[config.mk]
export PLATFORM = sky130hd
export DESIGN_NAME = uart_cfg_top
export DESIGN_NICKNAME = d
export VERILOG_FILES = /design/src/rtl/uart_cfg_top.sv
export SDC_FILE = /design/constraint.sdc
export NUM_CORES = 1
export LEC_CHECK = 0
export ABC_AREA = 0
export CORE_MARGIN = 3
export CORE_UTILIZATION = 35
export CTS_CLUSTER_SIZE = 14
export DETAILED_ROUTE_END_ITERATION = 12
export HOLD_SLACK_MARGIN = 0.05
export PLACE_DENSITY_LB_ADDON = 0.12
export SYNTH_ARGS = -nofsm -noshare
export SYNTH_HDL_FRONTEND = slang
export SYNTH_SLANG_ARGS = --single-unit
[constraint.sdc]
create_clock -name i_Clock -period 3.28 [get_ports i_Clock]
set_input_delay 0.328 -clock i_Clock [delete_from_list [all_inputs] [get_ports i_Clock]]
set_output_delay 0.328 -clock i_Clock [all_outputs]
set_load 0.005 [all_outputs]
[src/rtl/uart_cfg_top.sv]
// Configurable UART transceiver: one transmitter and one receiver on one clock, with
// loopback select, parity generation/checking and first-stop-bit framing check.
module uart_cfg_top #(
  parameter int CLKS_PER_BIT = 87,
  parameter int DATA_BITS    = 8,
  parameter int PARITY       = 0,
  parameter int STOP_BITS    = 1
) (
  input  logic                 i_Clock,
  input  logic                 i_Reset,
  input  logic                 tx_data_valid,
  input  logic [DATA_BITS-1:0] in,
  input  logic                 loopback,
  input  logic                 rx_serial_input,
  output logic                 tx_active,
  output logic                 tx_serial_data,
  output logic                 tx_done,
  output logic                 rx_data_valid,
  output logic [DATA_BITS-1:0] rx_output,
  output logic                 rx_parity_err,
  output logic                 rx_frame_err
);

  localparam int CNT_W   = $clog2(STOP_BITS * CLKS_PER_BIT + 1);
  localparam int IDX_W   = $clog2(DATA_BITS + 1);
  localparam int HALF    = (CLKS_PER_BIT - 1) / 2;
  localparam bit HAS_PAR = (PARITY != 0);

  if (CLKS_PER_BIT < 4 || DATA_BITS < 5 || DATA_BITS > 9 || PARITY < 0 || PARITY > 2 ||
      (STOP_BITS != 1 && STOP_BITS != 2)) begin : g_bad_params
    $error("uart_cfg_top: illegal parameter value");
  end

  typedef enum logic [2:0] {S_IDLE, S_START, S_DATA, S_PARITY, S_STOP} state_t;

  // Parity bit that makes data+parity satisfy the configured odd/even rule.
  function automatic logic par_bit(input logic [DATA_BITS-1:0] d);
    return (PARITY == 1) ? ~^d : ^d;
  endfunction

  state_t               r_tx_state, w_tx_next;
  logic [CNT_W-1:0]     r_tx_cnt;
  logic [IDX_W-1:0]     r_tx_idx;
  logic [DATA_BITS-1:0] r_tx_shift;
  logic                 r_tx_par;
  logic                 r_tx_done;
  logic                 w_tx_line;
  logic                 w_tx_bit_end;
  logic                 w_tx_stop_end;
  logic                 w_tx_cnt_clr;

  assign w_tx_bit_end  = (r_tx_cnt == CNT_W'(CLKS_PER_BIT - 1));
  assign w_tx_stop_end = (r_tx_cnt == CNT_W'(STOP_BITS * CLKS_PER_BIT - 1));
  assign w_tx_cnt_clr  = (r_tx_state == S_IDLE) ||
                         ((r_tx_state == S_STOP) ? w_tx_stop_end : w_tx_bit_end);

  always_comb begin
    w_tx_next = r_tx_state;
    w_tx_line = 1'b1;
    case (r_tx_state)
      S_IDLE:   if (tx_data_valid) w_tx_next = S_START;
      S_START: begin
        w_tx_line = 1'b0;
        if (w_tx_bit_end) w_tx_next = S_DATA;
      end
      S_DATA: begin
        w_tx_line = r_tx_shift[0];
        if (w_tx_bit_end && r_tx_idx == IDX_W'(DATA_BITS - 1))
          w_tx_next = HAS_PAR ? S_PARITY : S_STOP;
      end
      S_PARITY: begin
        w_tx_line = r_tx_par;
        if (w_tx_bit_end) w_tx_next = S_STOP;
      end
      S_STOP:   if (w_tx_stop_end) w_tx_next = S_IDLE;
      default:  w_tx_next = S_IDLE;
    endcase
  end

  always_ff @(posedge i_Clock) begin
    if (i_Reset) begin
      r_tx_state <= S_IDLE;
      r_tx_cnt   <= '0;
      r_tx_idx   <= '0;
      r_tx_done  <= 1'b0;
    end else begin
      r_tx_state <= w_tx_next;
      r_tx_done  <= (r_tx_state == S_STOP) && w_tx_stop_end;
      r_tx_cnt   <= w_tx_cnt_clr ? '0 : r_tx_cnt + 1'b1;
      if (r_tx_state == S_IDLE)
        r_tx_idx <= '0;
      else if (r_tx_state == S_DATA && w_tx_bit_end)
        r_tx_idx <= r_tx_idx + 1'b1;
    end
  end

  always_ff @(posedge i_Clock) begin
    if (r_tx_state == S_IDLE && tx_data_valid) begin
      r_tx_shift <= in;
      r_tx_par   <= par_bit(in);
    end else if (r_tx_state == S_DATA && w_tx_bit_end) begin
      r_tx_shift <= r_tx_shift >> 1;
    end
  end

  assign tx_serial_data = w_tx_line;
  assign tx_active      = (r_tx_state != S_IDLE);
  assign tx_done        = r_tx_done;

  state_t               r_rx_state, w_rx_next;
  logic                 r_sync1, r_sync2;
  logic [CNT_W-1:0]     r_rx_cnt;
  logic [IDX_W-1:0]     r_rx_idx;
  logic [DATA_BITS-1:0] r_rx_shift;
  logic                 r_rx_par;
  logic                 r_rx_dv;
  logic [DATA_BITS-1:0] r_rx_out;
  logic                 r_rx_perr;
  logic                 r_rx_ferr;
  logic                 w_rx_line;
  logic                 w_rx_sample;
  logic                 w_rx_stop_smp;

  assign w_rx_line     = loopback ? w_tx_line : rx_serial_input;
  assign w_rx_sample   = (r_rx_cnt == '0);
  assign w_rx_stop_smp = (r_rx_state == S_STOP) && w_rx_sample;

  // Start detection is held off during the valid pulse so a new frame begins one cycle later.
  always_comb begin
    w_rx_next = r_rx_state;
    case (r_rx_state)
      S_IDLE:   if (!r_sync2 && !r_rx_dv) w_rx_next = S_START;
      S_START:  if (w_rx_sample) w_rx_next = r_sync2 ? S_IDLE : S_DATA;
      S_DATA:
        if (w_rx_sample && r_rx_idx == IDX_W'(DATA_BITS - 1))
          w_rx_next = HAS_PAR ? S_PARITY : S_STOP;
      S_PARITY: if (w_rx_sample) w_rx_next = S_STOP;
      S_STOP:   if (w_rx_sample) w_rx_next = S_IDLE;
      default:  w_rx_next = S_IDLE;
    endcase
  end

  always_ff @(posedge i_Clock) begin
    if (i_Reset) begin
      r_sync1    <= 1'b1;
      r_sync2    <= 1'b1;
      r_rx_state <= S_IDLE;
      r_rx_cnt   <= '0;
      r_rx_idx   <= '0;
      r_rx_dv    <= 1'b0;
      r_rx_out   <= '0;
      r_rx_perr  <= 1'b0;
      r_rx_ferr  <= 1'b0;
    end else begin
      r_sync1    <= w_rx_line;
      r_sync2    <= r_sync1;
      r_rx_state <= w_rx_next;
      r_rx_dv    <= w_rx_stop_smp;
      if (r_rx_state == S_IDLE)
        r_rx_cnt <= CNT_W'(HALF - 1);
      else if (w_rx_sample)
        r_rx_cnt <= CNT_W'(CLKS_PER_BIT - 1);
      else
        r_rx_cnt <= r_rx_cnt - 1'b1;
      if (r_rx_state == S_IDLE)
        r_rx_idx <= '0;
      else if (r_rx_state == S_DATA && w_rx_sample)
        r_rx_idx <= r_rx_idx + 1'b1;
      if (w_rx_stop_smp) begin
        r_rx_out  <= r_rx_shift;
        r_rx_perr <= HAS_PAR && (r_rx_par != par_bit(r_rx_shift));
        r_rx_ferr <= ~r_sync2;
      end
    end
  end

  always_ff @(posedge i_Clock) begin
    if (r_rx_state == S_DATA && w_rx_sample)
      r_rx_shift <= {r_sync2, r_rx_shift[DATA_BITS-1:1]};
    if (r_rx_state == S_PARITY && w_rx_sample)
      r_rx_par <= r_sync2;
  end

  assign rx_data_valid = r_rx_dv;
  assign rx_output     = r_rx_out;
  assign rx_parity_err = r_rx_perr;
  assign rx_frame_err  = r_rx_ferr;

endmodule
==> impl_metrics.toml, run 1 <==
[worst_setup_path]
startpoint_type = "flop"
crit_family = "buffers and inverters"
worstPathRequired_ns = 2.95
cp-end-kind = "output port"
worst-endpoint-arrival_ns = 1.96
critical_path_class = "flop to output port"
worstPathCellList = "nor3_1, inv_1, clkdlybuf4s50_1"
worst-path-max-fanout = 7
critPathMaxStageDelay_ns = 0.51
crit_buf_inv = 2
cp_slowest_cell = "clkdlybuf4s50_1"

[job]
drv_cap = 0

[logic_synthesis]
synth_ff_type = "dfxtp_1"
syn-num-nets = 262
ys_ff_latch = 58
synthCells = 244
syn_area_per_cell_um2 = 10.6
synth_compound_area_frac = 0.0665
synth_seq_area_share = 0.517
synth_xor_area_frac = 0.0442
synth_top_family_by_area = "simple AND/OR/NAND/NOR gates"
async_flop_share = 0
synthesis.area_um2 = 2580
yosysWarnings = 0
yosysUniqueCellTypes = 46
synth_edf_count = 17
yosys-mux-area-fraction = 0.102
yosys.area_share.simple = 0.205
synth_fa_ha_area_frac = 0.0243

[clock_network]
clkLatencyLatePin_ns = 0.33
cts_hold_buf = 0
cts_buffers = 9
cts_max_level = 3
post_cts_buffers = 0
cts_tree = "built"
ctsResizeCount = 0
clockRootBuffer = "clkbuf_8"
clkTransAtPathRegs_ns = 0.06
cts.sinks = 58
cts_buffer_depth = 2

[sta]
fin_tns_setup_ns = 0
fin_worst_skew_ns = 0.00604
relSlewSlack = 0.615
fin_crit_ns = 2.29
finalHoldViolations = 0
worst_slack_ns = 0.988
min_period_over_period = 0.699
worst_pin_slew_ns = 0.576
fmax_mhz = 436
setup_violations = 0
rsz0062_at_grt = "false"
finalMaxSlewViolations = 0

[global_route]
grt_pass1_vias = 1761
grt_max_degree = 23
antenna_found_initial = 0
grt-ovfl-total = 0
track_usage = 0.120
grt_pass1_wl_um = 8050

[placed_design]
gp_congestion = 0.790
io_buffers = 25
dp_slack_ns = 1.12
post-place-cells = 356
dp_hpwl_um = 3180

[drt]
antenna_left = 0
drt_iter0_drc = 81
routed_wl_um = 4510
met2_wirelength_um = 2000
num_vias = 1808
first_pass_iters = 4
routedWlPerCell_um = 12.1
wl_met3_um = 192
top_layer = "met4"
viasPerCell = 4.86
drc = 0
wl_met1_um = 2240

[floorplanning]
initial_core_util = 0.369
chipHeight_um = 91.8
num_rows = 30
core_area_um2 = 6980
dieArea_um2 = 8430
fp.dieW_um = 91.8
io_pins = 27

[finish]
final_layout_size_suffix_gt1_frac = 0.120
layout_common_cells = "dfxtp_1, nand2_1, clkdlybuf4s50_1, mux2i_1, edfxtp_1"
n_fill_cell = 697
final_core_util = 0.446
fin_cells = 372
num_antenna_cells = 0
nNetsFinal = 289
seq_area_um2 = 1330
multi_input_area_um2 = 1140
area_growth_pct = 20.8
final_common_cell = "dfxtp_1"

[power]
ir_drop_v = 0.000297
leakage_nw = 1.05
powerDensity_nw_per_um2 = 517

[worst_hold_path]
min_path_type = "flop to flop"

[run_status]
outcome = "finished clean"
-- logic make-up after synthesis --
| group | Yosys count |
|---|---|
| other cells | 1 |
| fa+ha+maj | 5 |
| compound gates | 25 |
| xor+xnor | 13 |
| simple gates | 97 |
| flops | 58 |
| buf+inv | 20 |
| mux | 25 |
-- per-layer routing --
metal | vias to the layer above | GRT usage
met5 | - | 0
li1 | 925 | -
met1 | 845 | 0.159
met3 | 10 | 0.0468
met2 | 28 | 0.177
met4 | 0 | 0.0446
-- worst paths after layout --
| path | from | slack [ns] | depth (start not counted) | to |
|---|---|---|---|---|
| max | r_tx_state[2] | 0.99 | 3 | tx_active |
| min reg2reg | r_sync1 | 0.40 | 1 | r_sync2 |
| max reg2reg | r_rx_cnt[0] | 1.15 | 5 | rx_frame_err |
| min | r_sync1 | 0.40 | 1 | r_sync2 |
-- synthesized netlist by cell type, types with 5 or more instances --
cell      instances  area (um^2)
xnor2_1          10         87.6
mux2i_1          17          170
or3_1            10         62.6
inv_1             9         33.8
nor4_1            5         31.3
clkbuf_1          7         26.3
ha_1              5         62.6
nand2_1          26         97.6
nor3_1            9         45.0
edfxtp_1         17          510
dfxtp_1          41          821
nand3_1          14         70.1
mux2_2            7         78.8
o21ai_0           5         25.0
nor2_1           14         52.6
a21oi_1           6         30.0
-- state kept, by name (all words and copies together) (netlist names) --
register       cells
r_tx_state         3
rx_frame_err       1
r_rx_state         3
r_rx_idx           4
tx_done            1
r_tx_shift         8
r_sync2            1
rx_output          8
rx_data_valid      1
r_tx_cnt           7
r_tx_par           1
r_rx_shift         8
r_sync1            1
r_rx_cnt           7
r_tx_idx           4
-- final cells by class --
type                            instances  share of cell area
Sequential cell                        58               0.428
Multi-Input combinational cell        166               0.367
Timing Repair Buffer                   27              0.0852
Clock buffer                           11              0.0454
Tap cell                               96              0.0386
Clock inverter                          5              0.0249
Inverter                                9              0.0109
-- worst reg2reg max path, stage by stage (launching register included) --
cell     delay [ns]
dfxtp_1        0.32
inv_1          0.06
ha_1           0.18
or3b_1         0.54
nor3_4         0.58
mux2_4         0.34
-- per-stage QoR --
stage | power (mW) | hold slack, ns | cell area (um^2)
global placement | 0.907 | 0.391 | 2890
detailed placement | 0.907 | 0.392 | 2890
floorplan | 0.870 | 0.389 | 2580
finish | 1.61 | 0.403 | 3110
CTS | 1.64 | 0.400 | 3110
global route | 1.68 | 0.412 | 3110
-- report_power, final --
part           leakage (nW)  switching (mW)  internal (mW)
registers             0.491          0.0104          0.760
clock network         0.109           0.274          0.446
logic                 0.450          0.0607         0.0578
No activity file was read; power rests on OpenSTA's default activity.
==> run 2, diff against run 1 <==
==> constraint.sdc (replaced) <==
create_clock -name i_Clock -period 2.1 [get_ports i_Clock]
set_input_delay 0.21 -clock i_Clock [delete_from_list [all_inputs] [get_ports i_Clock]]
set_output_delay 0.21 -clock i_Clock [all_outputs]
set_load 0.005 [all_outputs]
==> run 2 against run 1 <==
Net effect:
- total power up 42%
- clock power up 21%
- clock skew up 0.00092 ns
- highest routed layer unchanged
- wire length up 2.0%
- largest cell class unchanged
- design area up 1.2%
- register-to-register slack worse by 0.90 ns
- non-clock buffer count up 10
- sequential share of layout area down 0.51 points
- sequential power up 56%
- die area unchanged
- setup slack worse by 0.80 ns
- first-iteration DRC count down 22%
==> impl_metrics.toml, run 2 (same netlist as run 1, synthesis figures left out) <==
[run_status]
outcome = "finished clean"

[floorplanning]
io_pins = 27
num_rows = 30
dieArea_um2 = 8430
initial_core_util = 0.369
fp.dieW_um = 91.8
chipHeight_um = 91.8
core_area_um2 = 6980

[sta]
fin_worst_skew_ns = 0.00697
worst_pin_slew_ns = 0.568
min_period_over_period = 0.910
relSlewSlack = 0.620
rsz0062_at_grt = "false"
fin_crit_ns = 1.91
setup_violations = 0
finalMaxSlewViolations = 0
fin_tns_setup_ns = 0
finalHoldViolations = 0
fmax_mhz = 523

[clock_network]
clockRootBuffer = "clkbuf_8"
cts_max_level = 3
post_cts_buffers = 0
cts_buffers = 9
cts_hold_buf = 0
cts_tree = "built"
clkLatencyLatePin_ns = 0.33
clkTransAtPathRegs_ns = 0.07
cts_buffer_depth = 2
cts.sinks = 58
ctsResizeCount = 0

[global_route]
grt_pass1_vias = 1764
grt-ovfl-total = 0
grt_max_degree = 24
track_usage = 0.119
antenna_found_initial = 0
grt_pass1_wl_um = 8050

[worst_setup_path]
worst-endpoint-arrival_ns = 1.70
cp-end-kind = "output port"
r2r_slack_ns = 0.25
startpoint_type = "flop"
worst-path-max-fanout = 7
cp_slowest_cell = "clkdlybuf4s50_1"
critPathMaxStageDelay_ns = 0.44
worstPathCellList = "nor3_1, buf_4, inv_1, clkdlybuf4s50_1"
worstPathRequired_ns = 1.89
critical_path_class = "flop to output port"

[job]
drv_cap = 0

[drt]
drc = 0
num_vias = 1805
viasPerCell = 4.73
first_pass_iters = 4
routed_wl_um = 4600
antenna_left = 0
drt_iter0_drc = 63
routedWlPerCell_um = 12.0

[placed_design]
io_buffers = 25
dp_hpwl_um = 3290
placed_cell_area_um2 = 2980
gp_congestion = 0.759

[power]
p_sw_frac = 0.249
ir_drop_v = 0.000325
p_int_mw = 1.71
power.share.clock = 0.384
pwr-share-seq = 0.529
leakage_nw = 1.07
powerDensity_nw_per_um2 = 722
switchingPower_uw = 566
combPwrFrac = 0.088

[worst_hold_path]
min_path_type = "flop to flop"

[finish]
fin_area_um2 = 3150
nNetsFinal = 299
area_growth_pct = 22.3
layout_common_cells = "dfxtp_1, nand2_1, clkdlybuf4s50_1, mux2i_1, edfxtp_1"
final_layout_size_suffix_gt1_frac = 0.150
num_antenna_cells = 0
final_common_cell = "dfxtp_1"
run 2: changes by cell type in the layout (fill, tap and decap cells not counted), sizes merged:
cell and delta:
clkinv +1, buf +10, clkinvlp +2, bufinv -2, inv +1, clkbuf -2
run 2: critical path, delay by kind of cell (launching register included):
kind,cells,cell delay (ns)
buffers and inverters,3,0.69
DFF,1,0.38
and+or+nand+nor,1,0.31
run 2: final cells by class:
| cell class | count | area (um^2) |
|---|---|---|
| Clock buffer | 9 | 124 |
| Clock inverter | 7 | 45.0 |
| Fill cell | 688 | 3830 |
| Inverter | 9 | 33.8 |
| Multi-Input combinational cell | 166 | 1140 |
| Sequential cell | 58 | 1330 |
| Tap cell | 96 | 120 |
| Timing Repair Buffer | 37 | 353 |
run 2: power by group through the flow:
stage	registers (mW)	logic, mW	clock network [mW]
finish	1.20	0.199	0.874
global route	1.21	0.222	0.958
floorplan	1.22	0.136	0
CTS	1.20	0.203	0.915
detailed placement	1.23	0.202	0
global placement	1.23	0.202	0
run 2: stage by stage:
step	instances	total power [mW]	hold slack [ns]	setup slack, ns	utilization
4_1_cts	382	2.32	0.411	0.154	0.451
6_report	382	2.28	0.409	0.189	0.451
5_1_grt	382	2.39	0.426	0.0792	0.451
3_5_place_dp	366	1.43	0.399	0.250	0.427
2_1_floorplan	244	1.36	0.358	0.331	-
3_3_place_gp	366	1.43	0.392	0.306	0.427
run 2: path summary, 6_finish.rpt:
kind                  from      endpoint  depth (start not counted)
min reg2reg        r_sync1       r_sync2                          1
max reg2reg    r_rx_cnt[0]  rx_output[3]                          6
max          r_tx_state[2]     tx_active                          4
min                r_sync1       r_sync2                          1
run 2: per-layer routing:
metal / track usage / wire length [um]
met2: 0.181 / 2060
met1: 0.152 / 2260
met4: 0.0446 / 56
met3: 0.0484 / 216
met5: 0 / 0
==> edit 1, RTL diff (config.mk and constraints of run 1) <==
Compare `r_rx_idx` against `IDX_W'(DATA_BITS - 1)` with >= in place of ==.
--- a/src/rtl/uart_cfg_top.sv
+++ b/src/rtl/uart_cfg_top.sv
@@ -133,5 +133,5 @@
       S_START:  if (w_rx_sample) w_rx_next = r_sync2 ? S_IDLE : S_DATA;
       S_DATA:
-        if (w_rx_sample && r_rx_idx == IDX_W'(DATA_BITS - 1))
+        if (w_rx_sample && r_rx_idx >= IDX_W'(DATA_BITS - 1))
           w_rx_next = HAS_PAR ? S_PARITY : S_STOP;
       S_PARITY: if (w_rx_sample) w_rx_next = S_STOP;
Function: same outputs for any inputs over 10 cycles, from zero or initial values and one cycle with i_Reset high; that may be too few to reach the edited logic, so the function may still have changed.
==> edit 1 against run 1 <==
Sequential cell count unchanged; sequential power about the same; routed wire length increased by 5.5%; final area increased by 1.2%; total power increased by 1.4%; final cell count increased by 1.9%; worst setup slack got worse by 53 ps; area after synthesis increased by 0.63%; critical endpoint is now tx_serial_data.
==> edit 1: results (changes against run 1) <==
** Detailed routing
- The detailed router's first-iteration violation count came to 56 (-31%).
- Total number of vias :: 1838 (+1.7%)
- WL/cell :: 12.5 um (+3.5%)

** Setup path
- The delay of the slowest cell on the worst path was 480 ps (-30 ps).
- The data arrival at the endpoint of the critical path was 2020 ps (+60 ps).
- The worst register-to-register path ends at r_rx_shift[1].
- Slowest cell on crit path :: sky130_fd_sc_hd__dfxtp_1
- The maximum fanout along the worst path is 9 (+2).
- The logic depth of the worst register-to-register path was 4 (-1).
- Setup slack, reg-to-reg :: 1120 ps (-30 ps)

** Timing
- Worst-Margin Slew :: 750 ps (+175 ps)
- The final clock skew came to 4.50 ps (-1.55 ps).
- The worst hold-check slack is 419 ps (+15.6 ps).
- The maximum achievable frequency is 0.426 GHz (-2.3%).

** Placement
- The half-perimeter wire length of the detailed placement result is 3.29 mm (+3.5%).
- Pre-CTS WS :: 1050 ps (-73.8 ps)
- GP Congestion :: 0.767 (-2.9%)
- The count of buffers inserted at the top-level ports was 25 (unchanged).
- The total placed instance area was 2920 um^2 (+0.99%).

** Finish
- Final net count :: 296 (+2.4%)
- Share of cells above drive strength 1 :: 12.4% (+0.41 points)

** Run status
- The run finished with clean final reports.

** Worst hold path
- The tightest min-delay check is of the flop to flop type.

** Synthesis
- Sequential area share after synthesis :: 51.4% (-0.32 points)
- Most area-consuming cells after synthesis :: sky130_fd_sc_hd__dfxtp_1 (32%), sky130_fd_sc_hd__edfxtp_1 (20%), sky130_fd_sc_hd__mux2i_1 (6.6%)
- Synth cell types :: 50 (+8.7%)
- The total nets after synthesis was 270 (+3.1%).

** CTS
- H-tree depth reported by CTS :: 3 (unchanged)

** Global route
- GRT Resource Usage Total :: 12.7% (+0.69 points)
- The pin count of the biggest net entering global routing is 25 (+8.7%).
- The number of global-route vias before repair came to 1861 (+5.7%).
- Wire length of the first global-routing pass :: 8.48 mm (+5.4%)

** Power and ir drop
- The leakage power total was 0.00105 uW (-0.16%).
- Max IR drop VDD :: 0.000217 V (-27%)
edit 1: cell types whose count changed after synthesis, sizes merged, moves of 3 or more:
cell | run 1 | this run
nor3 | 11 | 5
buf | 4 | 7
inv | 9 | 6
nand3b | 1 | 4
edit 1: how the worst max path moves through the flow:
stage / startpoint / end
global route: r_tx_state[1] / tx_serial_data
floorplan: r_rx_cnt[0] / r_rx_shift[0]
finish: r_tx_state[1] / tx_serial_data
global placement: tx_data_valid / r_tx_shift[4]
CTS: r_tx_state[1] / tx_serial_data
detailed placement: tx_data_valid / r_tx_shift[4]
edit 1: logic make-up (layout without fill, tap and decap cells):
logic type	count (synthesis)	in the layout	synth area share [%]
AND/OR/NAND/NOR	102	102	20.8
flip-flops	58	58	51.4
AO/OA/AOI/OAI	28	28	7.19
multiplexers	25	25	10.0
buffers and inverters	20	51	3.62
XOR/XNOR	13	13	4.39
adder cells (fa/ha/maj)	5	5	2.41
other	1	1	0.145
edit 1: critical path: cells and delay by family, from the launching register on:
| family | cells | cell delay [ps] |
|---|---|---|
| AO/OA/AOI/OAI | 1 | 220 |
| flip-flops | 1 | 480 |
| buffers and inverters | 2 | 610 |
| AND/OR/NAND/NOR | 1 | 360 |
edit 1: routing by layer:
| layer | wire length, um | global-route usage, % | vias to the layer above |
|---|---|---|---|
| li1 | - | - | 948 |
| met1 | 2220 | 14.9 | 855 |
| met2 | 2270 | 20.6 | 23 |
| met3 | 140 | 2.95 | 12 |
| met4 | 125 | 8.17 | 0 |
| met5 | 0 | 0 | - |
edit 1: final cells by class:
class                           instances  area, um^2  area share (%)
Sequential cell                        58        1330            42.3
Multi-Input combinational cell        174        1170            37.2
Timing Repair Buffer                   28         273            8.66
Clock buffer                            9         124            3.93
Tap cell                               96         120            3.81
Clock inverter                          7         103            3.26
Inverter                                7        26.3           0.834
edit 1: power breakdown:
group | switching [uW] | internal, uW | total (uW)
combinational | 58.0 | 57.2 | 115
sequential | 10.8 | 757 | 767
clock | 316 | 434 | 749
total | 384 | 1250 | 1630
edit 1: stage by stage:
step,power [uW],cells
after global routing,1710,379
after detailed placement,901,363
final,1630,379
after CTS,1660,379
after global placement,900,363
after floorplan,864,252
==> edit 2, RTL diff (flow settings as in run 1) <==
Without the edit above. Change the parameter `PARITY` from 0 to 1.
--- a/src/rtl/uart_cfg_top.sv
+++ b/src/rtl/uart_cfg_top.sv
@@ -4,5 +4,5 @@
   parameter int CLKS_PER_BIT = 87,
   parameter int DATA_BITS    = 8,
-  parameter int PARITY       = 0,
+  parameter int PARITY       = 1,
   parameter int STOP_BITS    = 1
 ) (
Function: same outputs for any inputs over 10 cycles, from zero or initial values and one cycle with i_Reset high; that may be too few to reach the edited logic, so the function may still have changed.
==> edit 2 against run 1 <==
Final area down 0.68%; total power down 3.1%; largest cell class unchanged; routed wire length down 4.6%; non-clock buffer count unchanged; worst setup slack better by 270 ps; area after synthesis down 1.1%; highest routed layer unchanged; sequential cell count up 2; combinational power down 19%.
==> edit 2: results (changes against run 1) <==
** Run status
- Outcome :: finished clean

** Global route
- The met3 capacity usage during global routing is 4.81% (+0.13 points).
- The pin count of the biggest net entering global routing is 15 (-35%).
- Wire length of the first global-routing pass :: 7.52 mm (-6.5%)
- Met1 global-route usage :: 14.7% (-1.2 points)
- GRT Resource Usage Total :: 11.7% (-0.32 points)

** Synthesis
- By count the netlist is led by sky130_fd_sc_hd__dfxtp_1 (42), sky130_fd_sc_hd__nor2_1 (34), sky130_fd_sc_hd__edfxtp_1 (18), sky130_fd_sc_hd__xnor2_1 (18), sky130_fd_sc_hd__mux2i_1 (11).
- The total nets after synthesis is 250 (-4.6%).
- Most area-consuming cells after synthesis :: sky130_fd_sc_hd__dfxtp_1 (33%), sky130_fd_sc_hd__edfxtp_1 (21%), sky130_fd_sc_hd__xnor2_1 (6.2%)
- Multiplexer share of the synthesized area :: 7.41% (-2.8 points)
- Synth cell types :: 42 (-8.7%)
- Sequential area share after synthesis :: 54.2% (+2.5 points)
- The xor/xnor share of the synthesized area came to 10.5% (+6.1 points).

** Detailed routing
- The wire length on met2 is 1.90 mm (-4.9%).
- The detail-routed net length per standard cell came to 11.8 um (-2.7%).
- The total routed wire length on the met1 layer is 2.12 mm (-5.4%).
- The wire length on met3 is 167 um (-13%).
- Total number of vias :: 1653 (-8.6%)

** Placement
- The setup slack after placement is 1220 ps (+98.8 ps).
- The weighted congestion at the end of routability-driven global placement came to 0.718 (-9.1%).
- The placed cell count is 349 (-2.0%).
- Placed Instance Area :: 2890 um^2 (about the same)
- The half-perimeter wire length of the detailed placement result came to 2.99 mm (-6.1%).

** Power and ir drop
- The fraction of power spent switching nets came to 23.7% (+2.3 points).
- Leakage power of the design :: 0.00111 uW (+6.1%)
- Internal cell power :: 1190 uW (-5.9%)

** Setup path
- The setup slack on the worst flop-to-flop path came to 1260 ps (+110 ps).
- The maximum fanout along the worst path was 12 (+5).
- The largest individual stage delay along the critical path comes from the cell sky130_fd_sc_hd__and4_1.

** CTS
- The clock transition time at the flip-flop clock pins of the worst setup and hold paths is 80 ps (+20 ps).

** Finish
- Non-filler instance count after layout :: 365 (-1.9%)
- The net total in the final layout came to 282 (-2.4%).

** Timing
- The worst hold-check slack is 414 ps (+10.7 ps).
- The final clock skew is 7.03 ps (+0.986 ps).
-- edit 2: cell types whose count changed after synthesis, sizes merged, moves of 6 or more --
cell / run 1 / this run
mux2i: 17 / 11
xor2: 3 / 10
nand2: 26 / 10
xnor2: 10 / 18
nor3: 11 / 5
or3: 10 / 4
nor2: 14 / 34
-- edit 2: worst max-delay path by stage --
stage	startpoint	endpoint	slack, ps	cells after the start
floorplan	r_rx_cnt[0]	r_rx_par	1580	6
global placement	r_rx_cnt[0]	rx_output[4]	1250	6
detailed placement	r_rx_cnt[0]	rx_output[4]	1220	6
CTS	r_rx_cnt[0]	rx_frame_err	1210	6
global route	r_rx_cnt[0]	rx_frame_err	1060	6
finish	r_rx_cnt[0]	rx_output[4]	1260	6
-- edit 2: final cells by class --
type | instances | area [um^2]
Clock buffer | 9 | 124
Sequential cell | 60 | 1380
Multi-Input combinational cell | 158 | 1090
Tap cell | 96 | 120
Timing Repair Buffer | 27 | 268
Clock inverter | 7 | 75.1
Inverter | 8 | 30.0
Fill cell | 662 | 3850
